File: src/rtl/stopwatch_pkg.sv
// Shared types and limits for the stopwatch time counter and its key conditioner.
package stopwatch_pkg;

  localparam int MINS_W = 7;
  localparam int SECS_W = 6;
  localparam int DECS_W = 7;

  localparam logic [MINS_W-1:0] MAX_MINS = 7'd99;
  localparam logic [SECS_W-1:0] MAX_SECS = 6'd59;
  localparam logic [DECS_W-1:0] MAX_DECS = 7'd99;

  typedef enum logic [1:0] {
    IDLE  = 2'd0,
    RUN   = 2'd1,
    PAUSE = 2'd2,
    LAP   = 2'd3
  } state_e;

endpackage

File: src/rtl/stopwatch_key_cond.sv
// Pushbutton conditioner: 2-FF synchronizer, level debounce and a one-cycle pulse
// on each accepted press (high->low). Releases produce no event.
module stopwatch_key_cond #(
  parameter int DEBOUNCE_CYC = 1_000_000
) (
  input  logic clk_i,
  input  logic rst_ni,
  input  logic key_n_i,
  output logic press_o
);

  localparam int CNT_W = (DEBOUNCE_CYC > 1) ? $clog2(DEBOUNCE_CYC) : 1;
  localparam logic [CNT_W-1:0] CNT_LAST = CNT_W'(DEBOUNCE_CYC - 1);

  logic [1:0]       sync_q;
  logic             last_q;
  logic             stable_q, stable_d;
  logic [CNT_W-1:0] cnt_q, cnt_d;
  logic             press_q;

  // Any change of the synchronized level restarts the stability window.
  always_comb begin
    stable_d = stable_q;
    cnt_d    = cnt_q;
    if (sync_q[1] != last_q) begin
      cnt_d = '0;
    end else if (sync_q[1] != stable_q) begin
      if (cnt_q == CNT_LAST) begin
        stable_d = sync_q[1];
        cnt_d    = '0;
      end else begin
        cnt_d = cnt_q + 1'b1;
      end
    end
  end

  // Levels reset to the released (high) state so a key held through reset is seen as a fresh press.
  always_ff @(posedge clk_i or negedge rst_ni) begin
    if (!rst_ni) begin
      sync_q   <= 2'b11;
      last_q   <= 1'b1;
      stable_q <= 1'b1;
      cnt_q    <= '0;
      press_q  <= 1'b0;
    end else begin
      sync_q   <= {sync_q[0], key_n_i};
      last_q   <= sync_q[1];
      stable_q <= stable_d;
      cnt_q    <= cnt_d;
      press_q  <= stable_q & ~stable_d;
    end
  end

  assign press_o = press_q;

endmodule

File: src/rtl/stopwatch_time_counter.sv
// Stopwatch core: 100 Hz prescaler, min:sec:hundredths counter and control FSM.
// Define STOPWATCH_LAP_HOLD_EN to build the lap snapshot (LAP state) feature.
module stopwatch_time_counter
  import stopwatch_pkg::*;
#(
  parameter int CLK_HZ       = 50_000_000,
  parameter int TICK_HZ      = 100,
  parameter int DEBOUNCE_CYC = 1_000_000
) (
  input  logic              clk,
  input  logic              rst_n,
  input  logic              key_start_n,
  input  logic              key_clear_n,
  output logic [MINS_W-1:0] stopwatch_unit_mins,
  output logic [SECS_W-1:0] stopwatch_unit_secs,
  output logic [DECS_W-1:0] stopwatch_unit_decs,
  output logic              running,
  output logic              overflow
);

  localparam int DIV = CLK_HZ / TICK_HZ;
  localparam int PRE_W = (DIV > 1) ? $clog2(DIV) : 1;
  localparam logic [PRE_W-1:0] PRE_LAST = PRE_W'(DIV - 1);

  logic start_evt, clear_raw, clear_evt;

  stopwatch_key_cond #(.DEBOUNCE_CYC(DEBOUNCE_CYC)) u_key_start (
    .clk_i   (clk),
    .rst_ni  (rst_n),
    .key_n_i (key_start_n),
    .press_o (start_evt)
  );

  stopwatch_key_cond #(.DEBOUNCE_CYC(DEBOUNCE_CYC)) u_key_clear (
    .clk_i   (clk),
    .rst_ni  (rst_n),
    .key_n_i (key_clear_n),
    .press_o (clear_raw)
  );

  assign clear_evt = clear_raw & ~start_evt;

  state_e            state_q, state_d;
  logic [PRE_W-1:0]  presc_q, presc_d;
  logic [MINS_W-1:0] mins_q, mins_d;
  logic [SECS_W-1:0] secs_q, secs_d;
  logic [DECS_W-1:0] decs_q, decs_d;
  logic              overflow_q, overflow_d;
  logic              running_q, running_d;
  logic              counting, tick;
`ifdef STOPWATCH_LAP_HOLD_EN
  logic [MINS_W-1:0] lap_mins_q, lap_mins_d;
  logic [SECS_W-1:0] lap_secs_q, lap_secs_d;
  logic [DECS_W-1:0] lap_decs_q, lap_decs_d;
`endif

  always_comb begin
    state_d    = state_q;
    presc_d    = presc_q;
    mins_d     = mins_q;
    secs_d     = secs_q;
    decs_d     = decs_q;
    overflow_d = overflow_q;
`ifdef STOPWATCH_LAP_HOLD_EN
    lap_mins_d = lap_mins_q;
    lap_secs_d = lap_secs_q;
    lap_decs_d = lap_decs_q;
`endif
    counting = (state_q == RUN) || (state_q == LAP);
    tick     = counting && (presc_q == PRE_LAST);

    if (counting) begin
      presc_d = tick ? '0 : presc_q + 1'b1;
    end

    case (state_q)
      IDLE: begin
        if (start_evt) state_d = RUN;
      end
      RUN: begin
        if (start_evt) begin
          state_d = PAUSE;
`ifdef STOPWATCH_LAP_HOLD_EN
        end else if (clear_evt) begin
          state_d    = LAP;
          lap_mins_d = mins_q;
          lap_secs_d = secs_q;
          lap_decs_d = decs_q;
`endif
        end
      end
      PAUSE: begin
        if (start_evt) begin
          if (!overflow_q) state_d = RUN;
        end else if (clear_evt) begin
          state_d    = IDLE;
          presc_d    = '0;
          mins_d     = '0;
          secs_d     = '0;
          decs_d     = '0;
          overflow_d = 1'b0;
        end
      end
`ifdef STOPWATCH_LAP_HOLD_EN
      LAP: begin
        if (start_evt)      state_d = PAUSE;
        else if (clear_evt) state_d = RUN;
      end
`endif
      default: state_d = IDLE;
    endcase

    // Saturation overrides any key-driven transition taken in the same cycle.
    if (tick) begin
      if (mins_q == MAX_MINS && secs_q == MAX_SECS && decs_q == MAX_DECS) begin
        overflow_d = 1'b1;
        state_d    = PAUSE;
      end else if (decs_q != MAX_DECS) begin
        decs_d = decs_q + 1'b1;
      end else begin
        decs_d = '0;
        if (secs_q != MAX_SECS) begin
          secs_d = secs_q + 1'b1;
        end else begin
          secs_d = '0;
          mins_d = mins_q + 1'b1;
        end
      end
    end

    running_d = (state_d == RUN) || (state_d == LAP);
  end

  always_ff @(posedge clk or negedge rst_n) begin
    if (!rst_n) begin
      state_q    <= IDLE;
      presc_q    <= '0;
      mins_q     <= '0;
      secs_q     <= '0;
      decs_q     <= '0;
      overflow_q <= 1'b0;
      running_q  <= 1'b0;
`ifdef STOPWATCH_LAP_HOLD_EN
      lap_mins_q <= '0;
      lap_secs_q <= '0;
      lap_decs_q <= '0;
`endif
    end else begin
      state_q    <= state_d;
      presc_q    <= presc_d;
      mins_q     <= mins_d;
      secs_q     <= secs_d;
      decs_q     <= decs_d;
      overflow_q <= overflow_d;
      running_q  <= running_d;
`ifdef STOPWATCH_LAP_HOLD_EN
      lap_mins_q <= lap_mins_d;
      lap_secs_q <= lap_secs_d;
      lap_decs_q <= lap_decs_d;
`endif
    end
  end

  always_comb begin
`ifdef STOPWATCH_LAP_HOLD_EN
    if (state_q == LAP) begin
      stopwatch_unit_mins = lap_mins_q;
      stopwatch_unit_secs = lap_secs_q;
      stopwatch_unit_decs = lap_decs_q;
    end else begin
      stopwatch_unit_mins = mins_q;
      stopwatch_unit_secs = secs_q;
      stopwatch_unit_decs = decs_q;
    end
`else
    stopwatch_unit_mins = mins_q;
    stopwatch_unit_secs = secs_q;
    stopwatch_unit_decs = decs_q;
`endif
  end

  assign running  = running_q;
  assign overflow = overflow_q;

endmodule

File: config.mk
export PLATFORM = sky130hd
export DESIGN_NAME = stopwatch_time_counter
export DESIGN_NICKNAME = d
export VERILOG_FILES = /design/src/rtl/stopwatch_pkg.sv /design/src/rtl/stopwatch_key_cond.sv /design/src/rtl/stopwatch_time_counter.sv
export SDC_FILE = /design/constraint.sdc
export NUM_CORES = 1
export LEC_CHECK = 0
export ABC_AREA = 1
export CORE_UTILIZATION = 45
export DETAILED_ROUTE_END_ITERATION = 10
export GPL_ROUTABILITY_DRIVEN = 0
export PLACE_DENSITY_LB_ADDON = 0.08
export SYNTH_ARGS = -nofsm -noshare
export SYNTH_HDL_FRONTEND = slang
export SYNTH_SLANG_ARGS = --single-unit
File: constraint.sdc
create_clock -name clk -period 4.16 [get_ports clk]
set_clock_uncertainty 0.2 [all_clocks]
set_input_delay 0.416 -clock clk [delete_from_list [all_inputs] [get_ports clk]]
set_output_delay 0.416 -clock clk [all_outputs]
set_load 0.05 [all_outputs]
==> results.rst <==
.. list-table::
   :header-rows: 1

   * - Metric
     - Value
   * - Outcome
     - complete, but fails checks
   * - Yosys top cell area share
     - 39.2%
   * - Number of buffers on the longest clock path
     - 2
   * - Overall Global Routing Usage
     - 21.0%
   * - Filler Cells Inserted
     - 1131
   * - Pin count of the biggest net entering global routing
     - 68
   * - Required time of the worst setup path
     - 3.54 ns
   * - Top area cells in the synthesized netlist
     - dfrtp_1, nand2_1, nor2_1, nand3_1, inv_1
   * - Most frequent cells in the layout
     - nand2_1, nor2_1, dfrtp_1
   * - Quantity of gates resized following cts
     - 0
   * - Tcrit/Tclk final
     - 59.8%
   * - Post-route non-filler standard cell count
     - 924
   * - Smallest hold slack
     - -0.0207 ns
   * - Category of the worst setup path capture point
     - primary output
   * - Share of cells above drive strength 1
     - 6.40%
   * - Total number of nets in the final design
     - 786
   * - Number of instances in the synthesized netlist
     - 748
   * - Number of port buffers
     - 25
   * - CTS Hold Buffers Added
     - 0
   * - Post-route total power
     - 1830 uW
   * - Clock tree from TritonCTS
     - built
   * - Starting DRT DRC Count
     - 332
   * - Min-Delay Path Class
     - input pin to async pin
   * - Post-synthesis to final-layout area growth
     - 12.9%
   * - Number of search-and-repair iterations in the first detailed-routing pass
     - 8
   * - Most area-hungry cell type in the Yosys netlist
     - dfrtp_1
   * - Bufs and invs on worst path
     - 1
   * - Residual DRC count
     - 8
   * - Clock insertion delay at the later pin of the skew report
     - 0.34 ns
   * - Setup Viol. Count Final
     - 0
   * - Distinct cell type count of the synthesized netlist
     - 34
   * - Slowest cell delay on critical path
     - 0.89 ns
   * - Time the final worst path needs with I/O delays and setup
     - 2.49 ns
   * - Storage cell area
     - 0.00231 mm2
   * - Pins Over Slew Limit
     - 0
   * - Root buffer cell
     - clkbuf_16
   * - Highest Clock Rate
     - 0.402 GHz
   * - Worst vdd ir
     - 0.140 mV
   * - Primary flip-flop cell chosen by synthesis mapping
     - dfrtp_1
   * - Final global-route overflow total
     - 0
   * - Startpoint class of the critical path
     - flip-flop
   * - Vias after detailed routing
     - 4868
   * - Initial antenna violation count
     - 0
   * - Maximum level of the CTS H-tree
     - 3
   * - Actual transition at the worst max-transition pin
     - 0.857 ns
   * - Setup bufs post-CTS
     - 0
   * - Area of the multi-input gates
     - 0.00269 mm2
   * - Post-DR vias/cell
     - 5.27
   * - Overall routed net length
     - 12.0 mm
   * - CTS sink count
     - 92
   * - CTS Buf Count
     - 9
   * - First-pass GRT wire length
     - 21.3 mm
   * - Clk slew on worst S/H paths
     - 0.06 ns
   * - Setup repair after global routing missed its margin
     - false
   * - Cell row count
     - 39
   * - Critical Path AT
     - 1.87 ns
   * - Number of diodes added for antenna fixing
     - 0
   * - Area of the die
     - 0.0124 mm2
   * - Cell-by-cell trace of the critical path
     - clkdlybuf4s50_1
   * - Sequential element share of the synthesized area
     - 43.1%
   * - Setup TNS after final layout
     - 0 ns
   * - Netlist Area Pre-Place
     - 0.00536 mm2
   * - Largest fanout on the critical path
     - 14
   * - Final Hold Fails
     - 22
   * - Most common cell after layout, fill and taps aside
     - nand2_1
   * - Synthesized area per cell
     - 7.17 um2
   * - Number of flops mapped to enable cells by yosys
     - 0
   * - Net count after synthesis
     - 758
   * - Static leakage
     - 0.00271 uW
   * - Die width
     - 111 um
   * - Cell total after placement
     - 908
   * - Max-capacitance violation count
     - 0
   * - Core Box Area
     - 0.0115 mm2
   * - Routed wirelength normalized by instance count
     - 13.0 um
   * - Overall die height
     - 111 um
   * - Violations in the final reports
     - DRC, hold timing
   * - Yosys reg bits
     - 92
   * - Delay-heaviest family, CP
     - buffers and inverters
   * - Via count of the first global-routing pass
     - 4597
   * - Power density over cell area
     - 302 mW/mm2
   * - Fraction of registers with async set/reset
     - 100%
   * - Detail Route Antenna Nets
     - 0
   * - Max_slew headroom
     - 42.9%
   * - Slowest CP cell
     - clkdlybuf4s50_1
   * - Yosys warning total
     - 0
   * - Class of the most critical setup path
     - flip-flop to primary output
   * - Half-perimeter wire length after placement
     - 8.73 mm
   * - IO Count
     - 26
   * - Initial Util
     - 46.6%
[Yosys cell counts (2+ instances only)]
cell,count
a21oi_1,14
a31oi_1,2
and3_1,2
buf_2,7
buf_6,2
dfrtp_1,84
dfstp_2,8
ha_1,6
inv_1,75
inv_2,5
nand2_1,207
nand2_2,4
nand3_1,80
nand3_2,2
nand3b_1,5
nand4_1,24
nor2_1,120
nor2_2,5
nor2_4,2
nor3_1,18
nor3b_1,5
o21ai_0,36
o21ai_1,2
o21ai_2,2
o21bai_1,3
xnor2_1,5
xor2_1,16
[kinds of logic (layout without fill, tap and decap cells)]
| family | count (synthesis) | in the layout | synth area share [%] |
|---|---|---|---|
| xor gates and xnor gates | 21 | 21 | 3.43 |
| AOI/OAI and AO/OA | 62 | 62 | 6.23 |
| adders and majority gates | 6 | 6 | 1.40 |
| buffers and inverters | 89 | 122 | 6.67 |
| DFF | 92 | 92 | 43.1 |
| and+or+nand+nor | 478 | 478 | 39.2 |
[metrics by stage]
step                cell area (um2)  setup WS (ns)  utilization (%)
floorplan                      5360           2.13                -
global placement               5740           1.97             49.8
detailed placement             5740           1.93             49.8
CTS                            6050           1.67             52.6
global route                   6050           1.59             52.6
finish                         6050           1.67             52.6
[state kept, by name (all words and copies together) (netlist names)]
name / count
presc_q: 19
u_key_clear.press_o: 1
u_key_clear.stable_q: 1
overflow: 1
state_q: 1
u_key_clear.last_q: 1
u_key_clear.sync_q: 2
u_key_start.press_o: 1
stopwatch_unit_secs: 6
stopwatch_unit_mins: 7
u_key_start.stable_q: 1
u_key_clear.cnt_q: 20
u_key_start.sync_q: 2
u_key_start.cnt_q: 20
u_key_start.last_q: 1
stopwatch_unit_decs: 7
running: 1
[power breakdown]
group	switching [uW]	internal, uW
registers	8.58	907
logic	47.7	14.4
clock network	350	500
[layer usage]
metal,vias to the layer above,routed length (um),global-route usage [%]
li1,2476,-,-
met1,2273,5900,28.8
met2,102,5480,33.9
met3,17,390,2.57
met4,0,204,8.38
met5,-,0,0
[worst paths after layout]
kind | slack (ns) | to | from | cells after the start
worst max-delay path | 1.67 | running | running$_DFF_PN0_ | 1
worst min-delay path | -0.02 | presc_q[14]$_DFF_PN0_ | rst_n | 1
worst max register to register | 1.92 | stopwatch_unit_secs[4]$_DFF_PN0_ | stopwatch_unit_secs[0]$_DFF_PN0_ | 9
worst min register to register | 0.16 | u_key_clear.sync_q[1]$_DFF_PN1_ | u_key_clear.sync_q[0]$_DFF_PN1_ | 0
max in group asynchronous | 2.93 | u_key_clear.cnt_q[1]$_DFFE_PN0P_ | rst_n | 2
min in group clk | 0.16 | u_key_clear.sync_q[1]$_DFF_PN1_ | u_key_clear.sync_q[0]$_DFF_PN1_ | 0
[layout make-up]
class	instances	share of cell area [%]
repair buffers	26	4.22
flip-flops and latches	92	38.2
multi-input cells	567	44.5
clock inverters	5	0.992
clock buffers	11	4.18
inverters	80	4.96
well taps	143	2.96
Power figures use the tool's default switching activity.
